`src/rtl/rv_mem_pkg.sv`:
```
// rv_mem_pkg: shared definitions for the RV32I memory stage.
//   - funct3 encodings for loads and stores
//   - memory-stage FSM state type
//   - helpers: byte-enable generation, funct3 legality, misalignment test
package rv_mem_pkg;

  localparam logic [2:0] F3_LB  = 3'd0;
  localparam logic [2:0] F3_LH  = 3'd1;
  localparam logic [2:0] F3_LW  = 3'd2;
  localparam logic [2:0] F3_LBU = 3'd4;
  localparam logic [2:0] F3_LHU = 3'd5;
  localparam logic [2:0] F3_SB  = 3'd0;
  localparam logic [2:0] F3_SH  = 3'd1;
  localparam logic [2:0] F3_SW  = 3'd2;

  typedef enum logic {S_IDLE, S_ACCESS} state_t;

  // Lane enables; funct3[1:0] gives the size for both loads and stores.
  function automatic logic [3:0] byte_en(input logic [2:0] f3, input logic [1:0] a);
    case (f3[1:0])
      2'b00:   byte_en = 4'b0001 << a;
      2'b01:   byte_en = 4'b0011 << {a[1], 1'b0};
      default: byte_en = 4'hF;
    endcase
  endfunction

  // funct3 values 3, 6 and 7 have no RV32I load/store meaning.
  function automatic logic f3_legal(input logic [2:0] f3);
    f3_legal = !((f3 == 3'd3) || (f3 == 3'd6) || (f3 == 3'd7));
  endfunction

  function automatic logic misaligned(input logic [2:0] f3, input logic [1:0] a);
    case (f3[1:0])
      2'b01:   misaligned = a[0];
      2'b10:   misaligned = (a != 2'b00);
      default: misaligned = 1'b0;
    endcase
  endfunction

endpackage

```
`src/rtl/rv_mem_access_align.sv`:
```
// rv_mem_access_align (module rv_mem_align): combinational lane logic.
//   funct3     in  3   access size / sign
//   addr_lo    in  2   byte address bits [1:0]
//   store_data in  32  rs2 value
//   bus_rdata  in  32  raw read word
//   be         out 4   byte enables
//   wdata      out 32  lane-replicated store data
//   load_data  out 32  selected and extended load value
module rv_mem_align
  import rv_mem_pkg::*;
(
  input  logic [2:0]  funct3,
  input  logic [1:0]  addr_lo,
  input  logic [31:0] store_data,
  input  logic [31:0] bus_rdata,
  output logic [3:0]  be,
  output logic [31:0] wdata,
  output logic [31:0] load_data
);

  logic [7:0]  byte_sel;
  logic [15:0] half_sel;

  assign be = byte_en(funct3, addr_lo);

  always_comb begin
    case (funct3[1:0])
      2'b00:   wdata = {4{store_data[7:0]}};
      2'b01:   wdata = {2{store_data[15:0]}};
      default: wdata = store_data;
    endcase
  end

  always_comb begin
    case (addr_lo)
      2'd0:    byte_sel = bus_rdata[7:0];
      2'd1:    byte_sel = bus_rdata[15:8];
      2'd2:    byte_sel = bus_rdata[23:16];
      default: byte_sel = bus_rdata[31:24];
    endcase
  end

  // Halves pick on a[1] only, so an unchecked odd address reads the containing half.
  assign half_sel = addr_lo[1] ? bus_rdata[31:16] : bus_rdata[15:0];

  // funct3[2] marks the unsigned variants (LBU/LHU).
  always_comb begin
    case (funct3[1:0])
      2'b00:   load_data = {{24{byte_sel[7] & ~funct3[2]}}, byte_sel};
      2'b01:   load_data = {{16{half_sel[15] & ~funct3[2]}}, half_sel};
      default: load_data = bus_rdata;
    endcase
  end

endmodule

```
`src/rtl/rv_mem_access.sv`:
```
// rv_mem_access: memory stage of the 5-stage RV32I pipeline.
// Registers execute results, runs the data-bus access for loads/stores,
// extends load data and stalls the pipeline while the bus is busy.
// Optional build macro: RV_MEM_MISALIGN_CHECK_EN (misaligned half/word
// accesses are dropped with a fault pulse instead of being issued).
// Ports:
//   i_clk, i_reset_n                    clock, async active-low reset
//   i_alu_result/i_rs2_val/i_rd/...     execute-stage inputs
//   o_bus_req/we/addr/be/wdata          data-bus request side
//   i_bus_ack, i_bus_rdata              data-bus response side
//   o_stall                             hold upstream stages and this input register
//   o_memory_rd_val                     bypass value to execute
//   o_alu_result/o_rd/o_reg_write/o_res_src/o_pc_p4/o_read_data  to write-back
//   o_fault                             one-cycle fault pulse
module rv_mem_access
  import rv_mem_pkg::*;
#(
  parameter int WAIT_MAX = 255
) (
  input  logic        i_clk,
  input  logic        i_reset_n,
  input  logic [31:0] i_alu_result,
  input  logic [31:0] i_rs2_val,
  input  logic [4:0]  i_rd,
  input  logic        i_reg_write,
  input  logic        i_mem_read,
  input  logic        i_mem_write,
  input  logic [1:0]  i_res_src,
  input  logic [2:0]  i_funct3,
  input  logic [29:0] i_pc_p4,
  output logic        o_bus_req,
  output logic        o_bus_we,
  output logic [29:0] o_bus_addr,
  output logic [3:0]  o_bus_be,
  output logic [31:0] o_bus_wdata,
  input  logic        i_bus_ack,
  input  logic [31:0] i_bus_rdata,
  output logic        o_stall,
  output logic [31:0] o_memory_rd_val,
  output logic [31:0] o_alu_result,
  output logic [4:0]  o_rd,
  output logic        o_reg_write,
  output logic [1:0]  o_res_src,
  output logic [29:0] o_pc_p4,
  output logic [31:0] o_read_data,
  output logic        o_fault
);

  localparam int CW = (WAIT_MAX < 2) ? 1 : $clog2(WAIT_MAX + 1);

  state_t        state_reg;
  logic [CW-1:0] wait_cnt_reg;
  logic          timeout_fault_reg;

  logic [31:0] alu_result_reg;
  logic [31:0] rs2_reg;
  logic [4:0]  rd_reg;
  logic        reg_write_reg;
  logic        mem_read_reg;
  logic        mem_write_reg;
  logic [1:0]  res_src_reg;
  logic [2:0]  funct3_reg;
  logic [29:0] pc_p4_reg;

  logic        access;
  logic        timeout;
  logic        in_misalign;
  logic        in_issue;
  logic        stg_mem;
  logic        stg_illegal;
  logic        stg_misalign;
  logic [3:0]  lane_be;
  logic [31:0] lane_wdata;
  logic [31:0] load_data;

`ifdef RV_MEM_MISALIGN_CHECK_EN
  assign in_misalign  = misaligned(i_funct3, i_alu_result[1:0]);
  assign stg_misalign = stg_mem & f3_legal(funct3_reg) &
                        misaligned(funct3_reg, alu_result_reg[1:0]);
`else
  assign in_misalign  = 1'b0;
  assign stg_misalign = 1'b0;
`endif

  assign access      = (state_reg == S_ACCESS);
  assign in_issue    = (i_mem_read | i_mem_write) & f3_legal(i_funct3) & ~in_misalign;
  assign stg_mem     = mem_read_reg | mem_write_reg;
  assign stg_illegal = stg_mem & ~f3_legal(funct3_reg);
  // Abort on the cycle that would bring the un-acked count up to WAIT_MAX.
  assign timeout     = access & ~i_bus_ack & (wait_cnt_reg == CW'(WAIT_MAX - 1));
  assign o_stall     = access & ~i_bus_ack;

  always_ff @(posedge i_clk or negedge i_reset_n) begin
    if (!i_reset_n) begin
      state_reg         <= S_IDLE;
      wait_cnt_reg      <= '0;
      timeout_fault_reg <= 1'b0;
      alu_result_reg    <= '0;
      rs2_reg           <= '0;
      rd_reg            <= '0;
      reg_write_reg     <= 1'b0;
      mem_read_reg      <= 1'b0;
      mem_write_reg     <= 1'b0;
      res_src_reg       <= '0;
      funct3_reg        <= '0;
      pc_p4_reg         <= '0;
    end else begin
      timeout_fault_reg <= timeout;
      if (!o_stall) begin
        alu_result_reg <= i_alu_result;
        rs2_reg        <= i_rs2_val;
        rd_reg         <= i_rd;
        reg_write_reg  <= i_reg_write;
        mem_read_reg   <= i_mem_read;
        mem_write_reg  <= i_mem_write;
        res_src_reg    <= i_res_src;
        funct3_reg     <= i_funct3;
        pc_p4_reg      <= i_pc_p4;
        state_reg      <= in_issue ? S_ACCESS : S_IDLE;
        wait_cnt_reg   <= '0;
      end else if (timeout) begin
        // Stage register keeps the aborted op for one more cycle so the
        // fault cycle can squash its write-back.
        state_reg <= S_IDLE;
      end else begin
        wait_cnt_reg <= wait_cnt_reg + 1'b1;
      end
    end
  end

  rv_mem_align u_align (
    .funct3     (funct3_reg),
    .addr_lo    (alu_result_reg[1:0]),
    .store_data (rs2_reg),
    .bus_rdata  (i_bus_rdata),
    .be         (lane_be),
    .wdata      (lane_wdata),
    .load_data  (load_data)
  );

  assign o_bus_req   = access;
  assign o_bus_we    = access & mem_write_reg;
  assign o_bus_addr  = access ? alu_result_reg[31:2] : '0;
  assign o_bus_be    = access ? lane_be : '0;
  assign o_bus_wdata = (access & mem_write_reg) ? lane_wdata : '0;

  assign o_read_data     = (access & i_bus_ack & mem_read_reg) ? load_data : '0;
  assign o_memory_rd_val = alu_result_reg;
  assign o_alu_result    = alu_result_reg;
  assign o_rd            = rd_reg;
  assign o_res_src       = res_src_reg;
  assign o_pc_p4         = pc_p4_reg;
  assign o_reg_write     = reg_write_reg & ~(timeout_fault_reg | stg_illegal | stg_misalign);
  assign o_fault         = timeout_fault_reg | stg_misalign;

endmodule

```
`config.mk`:
```
export PLATFORM = sky130hd
export DESIGN_NAME = rv_mem_access
export DESIGN_NICKNAME = d
export VERILOG_FILES = /design/src/rtl/rv_mem_pkg.sv /design/src/rtl/rv_mem_access_align.sv /design/src/rtl/rv_mem_access.sv
export SDC_FILE = /design/constraint.sdc
export NUM_CORES = 1
export LEC_CHECK = 0
export CORE_AREA = 2 2 133 135
export DETAILED_ROUTE_END_ITERATION = 7
export DIE_AREA = 0 0 135 137
export HOLD_SLACK_MARGIN = 0.12
export PLACE_DENSITY = 0.85
export SLEW_MARGIN = 5
export SYNTH_ARGS = -nofsm -noshare
export SYNTH_HDL_FRONTEND = slang
export SYNTH_SLANG_ARGS = --single-unit
```
`constraint.sdc`:
```
create_clock -name i_clk -period 3.9 [get_ports i_clk]
set_input_delay 0.39 -clock i_clk [delete_from_list [all_inputs] [get_ports i_clk]]
set_output_delay 0.39 -clock i_clk [all_outputs]
set_load 0.02 [all_outputs]
```
==> results of run 1 <==
## area by class of cell
| type | instances | area share (%) |
|---|---|---|
| Timing Repair Buffer | 360 | 34.9 |
| Clock inverter | 15 | 1.54 |
| Multi-Input combinational cell | 588 | 27.8 |
| Sequential cell | 117 | 28.7 |
| Inverter | 4 | 0.159 |
| Clock buffer | 17 | 4.17 |
| Tap cell | 225 | 2.76 |
## layer usage
metal  up-vias  share of wire, %  routed length (um)  track usage, %
met5         -                 0                   0               0
met4         0               3.1                 665            10.6
met3        50               6.9                1510            5.67
met2       253                51               11000            39.1
met1      2993                39                8580            27.2
li1       3068                 -                   -               -
## synth_stat cells (all sizes together), types with 2 or more instances
cell,count
a211oi,8
a21boi,2
a21oi,27
a22oi,7
and2,33
and3,12
buf,49
clkbuf,31
dfrtp,117
ha,2
inv,4
mux2,9
mux2i,17
nand2,378
nand2b,2
nand3,5
nor2,44
nor3,13
nor3b,2
o211ai,2
o21ai,7
o31ai,2
xnor2,2
## critical path, delay by kind of cell (launching register included)
family | cells | cell delay [ns]
compound gates | 1 | 0.77
buf+inv | 1 | 0.58
flops | 1 | 0.69
simple gates | 3 | 0.64
## worst min-delay path by stage
| stage | from | endpoint | depth (start not counted) |
|---|---|---|---|
| after floorplan | i_reset_n | funct3_reg[0] | 0 |
| after global placement | o_pc_p4[23] | o_pc_p4[23] | 2 |
| after detailed placement | o_pc_p4[22] | o_pc_p4[22] | 2 |
| after CTS | o_pc_p4[22] | o_pc_p4[22] | 2 |
| after global routing | i_pc_p4[17] | o_pc_p4[17] | 3 |
| final | o_pc_p4[22] | o_pc_p4[22] | 2 |
## power by group through the flow
stage | sequential, uW | clock, uW | combinational (uW)
global placement | 1510 | 0 | 1410
global route | 1520 | 1640 | 1530
detailed placement | 1520 | 0 | 1430
floorplan | 1570 | 0 | 673
finish | 1500 | 1540 | 1430
CTS | 1500 | 1580 | 1440
## per-stage QoR
stage | util, % | worst slack, ns
detailed placement | 56.4 | 0.717
global placement | 56.4 | 0.801
finish | 59.9 | 0.417
CTS | 59.9 | 0.383
floorplan | - | 1.69
global route | 59.9 | 0.172
## cell families after synthesis
family	after synthesis	synth area share [%]
fa+ha+maj	2	0.402
flops	117	47.0
mux	27	4.78
xor+xnor	3	0.422
buf+inv	84	7.63
simple gates	498	33.9
compound gates	58	5.88
## cell usage in the layout, fill, tap and decap left out, types with 2 or more instances in the layout
cell	n
nor2_1	43
mux2_2	7
xnor2_1	2
inv_1	3
clkbuf_16	17
o211ai_1	2
and3_1	10
and3_4	2
nand3_1	5
mux2i_1	17
nand2_2	10
a211oi_1	8
inv_6	8
a21boi_0	2
dfrtp_1	117
o21ai_0	6
inv_8	3
nor3_1	12
nand2_1	368
and2_1	32
a21oi_1	27
clkinvlp_4	2
buf_4	15
ha_1	2
a22oi_1	7
clkdlybuf4s50_1	344
## timing repair
action / in CTS / in global routing
hold buffers: 1 / 0
hold endpoints to repair: 59 / 0
endpoints found under the setup margin: 0 / 0
resized for setup: 0 / 0
==> flow_metrics.py, run 1 <==
metrics = {
    "floorplanning": {
        "initial_core_util_pct": 36.5,
        "floorplan.io_pins": 346,
        "die_w_um": 135,
        "number_of_placement_rows": 48,
        "die_y_um": 137,
        "core_area_um2": 17100,
        "design.die.area_um2": 18500,
    },
    "cells_and_area": {
        "layout-drive-gt1-share_pct": 6.81,
        "seq_area_um2": 2930,
        "area_growth_syn_to_layout_pct": 63.9,
        "finalNetCount": 1232,
        "multi_input_area_um2": 2840,
        "filler_cell_count": 1506,
        "fin_cells": 1326,
        "antenna-diode-count": 0,
        "non_filler_cell_area_final_um2": 10200,
    },
    "worst_setup_path": {
        "cpMaxStageDelayCell": "o31ai_4",
        "r2r_end": "o_bus_req",
        "crit_required_ns": 3.51,
        "critical_path.reg2reg.startpoint": "o_bus_req",
        "timing.critical_path.slowest_cell_delay_ns": 0.77,
        "r2r.worst_path.cells": 5,
        "worst_setup_path_endpoint": "o_read_data[16]",
        "worstSetupStartpointType": "flip-flop",
        "critical_path_class": "flip-flop to output pin",
        "startpoint": "funct3_reg[0]",
        "critPathArrivalTime_ns": 3.09,
        "reg2reg_slack_ns": 1.68,
        "timing.critical_path.to_type": "output pin",
        "highest_net_fanout_along_the_worst_path": 16,
        "cell_by_cell_listing_of_the_critical_path": "or2_1 > nor3_2 > o31ai_4 > nand2_1 > clkdlybuf4s50_1",
    },
    "timing": {
        "max_clock_freq_ghz": 0.287,
        "grt_setup_unrepaired": "false",
        "finalSetupTns_ns": 0,
        "max-slew-margin-rel_pct": 43.7,
        "finClkSkew_ns": 0.00577,
        "total_of_endpoints_with_negative_setup_slack_in_the_final_report": 0,
        "finalCriticalPeriod_ns": 3.48,
        "slew_viol_final": 0,
        "number_of_hold_slack_violations_in_the_final_timing_report": 0,
        "tightest_slew_ns": 0.845,
        "post-route-period-util_pct": 89.3,
        "final.hold.worst_slack_ns": 0.464,
    },
    "placement": {
        "finalWeightedCongestion": 0.895,
        "place.detailed.instances": 1293,
        "hpwl_mm": 16.4,
        "post_dp_cell_area_um2": 9620,
        "io_buffers": 345,
    },
    "cts": {
        "clock_tree.buffer_depth": 2,
        "worstSkewPairLatency_ns": 0.41,
        "postCtsSetupBuffers": 0,
        "cts_tree": "done",
        "cts-root-buf": "clkbuf_16",
        "cts_num_sinks": 117,
        "path_clk_slew_ns": 0.06,
        "htree_levels": 4,
        "num_cts_buffers": 17,
    },
    "run": {
        "max_cap_violations": 0,
    },
    "pwr": {
        "power.switching_fraction_pct": 34.2,
        "power_leakage_uw": 0.00472,
        "report.power.total_uw": 4470,
        "clock_network_power_share_pct": 34.5,
        "powerDensity_nw_per_um2": 438,
        "power.switching_uw": 1530,
        "power.sequential.fraction_pct": 33.6,
        "vdd.ir_drop.worst_mv": 0.300,
        "share_comb_of_total_power_pct": 32.0,
        "power_report.internal_total_uw": 2940,
    },
    "logic_synthesis": {
        "synthDominantCellAreaShare_pct": 47.0,
        "netlist_top_cells_area": "dfrtp_1 (47%), nand2_1 (22%), buf_4 (4.0%)",
        "synth_area_um2": 6230,
        "post_synth.cell_area_avg_um2": 7.90,
        "postSynth.topFlopCell": "dfrtp_1",
        "part_of_the_yosys_area_used_for_sequential_elements_pct": 47.0,
        "synth_enable_flop_cells": 0,
        "yosys_warnings": 0,
        "ys_seq_elements": 117,
        "post_synthesis_net_count": 933,
        "fraction_of_synthesis_flops_using_an_asynchronous_set_or_reset_pin_pct": 100,
        "synth_largest_area_cell": "dfrtp_1",
        "synth.distinct_cells": 51,
        "cell_count_after_synthesis": 789,
    },
    "grt": {
        "first_pass_grt_wire_length_mm": 32.7,
        "grt_start_max_net_pins": 78,
        "first_global_vias": 6068,
        "number_of_antenna_violations_at_the_first_check_in_global_routing": 0,
        "gr-total-overflow": 0,
        "grt.total_usage_pct": 22.9,
    },
    "detailed_routing": {
        "totalWireLength_mm": 21.7,
        "drt_pre_antenna_iters": 4,
        "drtIter0Drc": 293,
        "postRouteAntennaNets": 0,
        "route.detailed.wl_per_inst_um": 16.4,
        "remaining_drc_errors": 0,
        "avgViaCountPerCell": 4.80,
        "routed-via-count": 6364,
    },
    "outcome": {
        "run_status": "completed",
    },
    "worst_hold_path": {
        "min-delay-path-class": "flip-flop to flip-flop",
    },
}
No activity file was read; power rests on OpenSTA's default activity.
==> run 2, diff against run 1 <==
Settings changed: CORE_AREA 2 2 133 135 to 2 2 134 136, DIE_AREA 0 0 135 137 to 0 0 136 138, PLACE_DENSITY 0.85 to 0.84.
Clock period 3.9 ns to 3.25 ns, I/O delays scaled along.
==> run 2 against run 1 <==
Critical path depth up 1. Critical path type unchanged. Largest power group is now sequential cells. Non-clock buffer count up 1. Register-to-register slack worse by 0.48 ns. Global-route usage down 0.056 points. Worst hold slack worse by 0.019 ns. Sequential power up 19%.
==> flow_metrics.py, run 2 (synthesis results as in run 1) <==
metrics = {
    "grt": {
        "gr-total-overflow": 0,
        "grt.total_usage_pct": 22.8,
        "first_global_vias": 6203,
        "number_of_antenna_violations_at_the_first_check_in_global_routing": 1,
        "busiest_layer": "met2",
        "first_pass_grt_wire_length_mm": 33.3,
        "grt_start_max_net_pins": 108,
        "met3_usage_pct": 7.33,
        "grt_use_met2_pct": 38.7,
        "groute.layer.met1.usage_pct": 25.2,
    },
    "placement": {
        "hpwl_mm": 16.0,
        "finalWeightedCongestion": 0.941,
        "io_buffers": 345,
    },
    "worst_setup_path": {
        "worstSetupStartpointType": "flip-flop",
        "highest_net_fanout_along_the_worst_path": 16,
        "crit_required_ns": 2.92,
        "critPathArrivalTime_ns": 2.66,
        "timing.critical_path.to_type": "output pin",
        "critical_path_class": "flip-flop to output pin",
    },
    "pwr": {
        "power_leakage_uw": 0.00471,
        "clock_network_power_share_pct": 32.7,
        "vdd.ir_drop.worst_mv": 0.455,
        "powerDensity_nw_per_um2": 513,
        "share_comb_of_total_power_pct": 33.2,
        "power.switching_fraction_pct": 33.8,
        "power_report.internal_total_uw": 3470,
        "power.switching_uw": 1770,
        "power.sequential.fraction_pct": 34.2,
    },
    "detailed_routing": {
        "drt_pre_antenna_iters": 5,
        "routed-via-count": 6417,
        "drtIter0Drc": 312,
        "avgViaCountPerCell": 4.82,
        "remaining_drc_errors": 0,
        "postRouteAntennaNets": 0,
        "totalWireLength_mm": 21.7,
        "route.detailed.wl_per_inst_um": 16.3,
    },
    "cells_and_area": {
        "layout-drive-gt1-share_pct": 6.99,
        "layout.core_utilization_pct": 58.3,
        "most-common-layout-cells": "nand2_1 (368), clkdlybuf4s50_1 (344), dfrtp_1 (116)",
        "area_growth_syn_to_layout_pct": 64.0,
        "filler_cell_count": 1529,
        "layout.cells.most_common": "nand2_1",
        "finalNetCount": 1233,
    },
    "timing": {
        "max-slew-margin-rel_pct": 38.9,
        "max_clock_freq_ghz": 0.335,
        "final.hold.worst_slack_ns": 0.445,
        "total_of_endpoints_with_negative_setup_slack_in_the_final_report": 0,
        "post-route-period-util_pct": 91.8,
        "grt_setup_unrepaired": "false",
        "slew_viol_final": 0,
        "finalCriticalPeriod_ns": 2.98,
        "finClkSkew_ns": 0.00509,
        "tightest_slew_ns": 0.916,
        "number_of_hold_slack_violations_in_the_final_timing_report": 0,
        "finalSetupTns_ns": 0,
    },
    "cts": {
        "path_clk_slew_ns": 0.06,
        "cts-root-buf": "clkbuf_16",
        "htree_levels": 4,
        "cts_tree": "done",
        "cts_num_sinks": 117,
        "num_cts_buffers": 17,
        "postCtsSetupBuffers": 0,
        "worstSkewPairLatency_ns": 0.41,
        "clock_tree.buffer_depth": 2,
    },
    "run": {
        "max_cap_violations": 0,
    },
    "floorplanning": {
        "die_y_um": 138,
        "die_w_um": 136,
        "design.die.area_um2": 18800,
        "number_of_placement_rows": 49,
        "floorplan.io_pins": 346,
        "initial_core_util_pct": 35.5,
        "core_area_um2": 17500,
    },
    "outcome": {
        "run_status": "completed",
    },
    "worst_hold_path": {
        "min-delay-path-class": "input pin to flip-flop",
    },
}
## run 2: final cells by class
class | count | area, um^2 | area share, %
repair buffers | 361 | 3600 | 35.2
flip-flops and latches | 117 | 2930 | 28.7
multi-input cells | 588 | 2840 | 27.7
clock buffers | 19 | 453 | 4.43
well taps | 229 | 287 | 2.80
clock inverters | 13 | 100 | 0.979
inverters | 4 | 16.3 | 0.159
diodes | 1 | 2.50 | 0.0245
## run 2: stage by stage
stage	instances	power [uW]	worst slack (ns)	area, um^2
after floorplan	789	2690	1.10	6230
after global placement	1298	3520	0.459	9650
after detailed placement	1298	3550	0.407	9650
after CTS	1331	5290	0.0526	10200
after global routing	1331	5510	0.111	10200
final	1332	5240	0.268	10200
## run 2: worst max-delay path, cell delays in order, from the launching register on
cell,delay (ns)
dfrtp_1,0.60
mux2_4,0.35
and3_4,0.19
o31ai_4,0.20
buf_4,0.28
nand2_1,0.08
clkdlybuf4s50_1,0.54
## run 2: final timing paths
check                                 from               to  slack [ns]  depth (start not counted)
setup / recovery           o_alu_result[0]  o_read_data[16]        0.27                          6
hold / removal                 i_pc_p4[13]      o_pc_p4[13]        0.45                          3
setup reg to reg                 o_bus_req  wait_cnt_reg[2]        1.20                          6
hold reg to reg                o_pc_p4[23]      o_pc_p4[23]        0.46                          2
max in group asynchronous        i_reset_n    funct3_reg[0]        1.86                          3
min in group asynchronous        i_reset_n     o_res_src[0]        0.60                          2
## run 2: per-layer routing
| layer | routed length (um) | share of wire, % | vias up |
|---|---|---|---|
| li1 | - | - | 3080 |
| met1 | 8200 | 38 | 2977 |
| met2 | 10700 | 50 | 301 |
| met3 | 1720 | 7.9 | 59 |
| met4 | 1020 | 4.7 | 0 |
| met5 | 0 | 0 | - |
## run 2: timing repair
item	CTS	global route
endpoints found under the hold margin	68	0
resized for setup	0	1
endpoints found under the setup margin	0	22
hold buffers	1	0
## run 2: power groups by stage
stage	Combinational (uW)	Clock, uW	Sequential (uW)
final	1740	1710	1790
after global routing	1860	1830	1810
after CTS	1750	1760	1790
after detailed placement	1740	0	1810
after global placement	1720	0	1810
after floorplan	808	0	1880
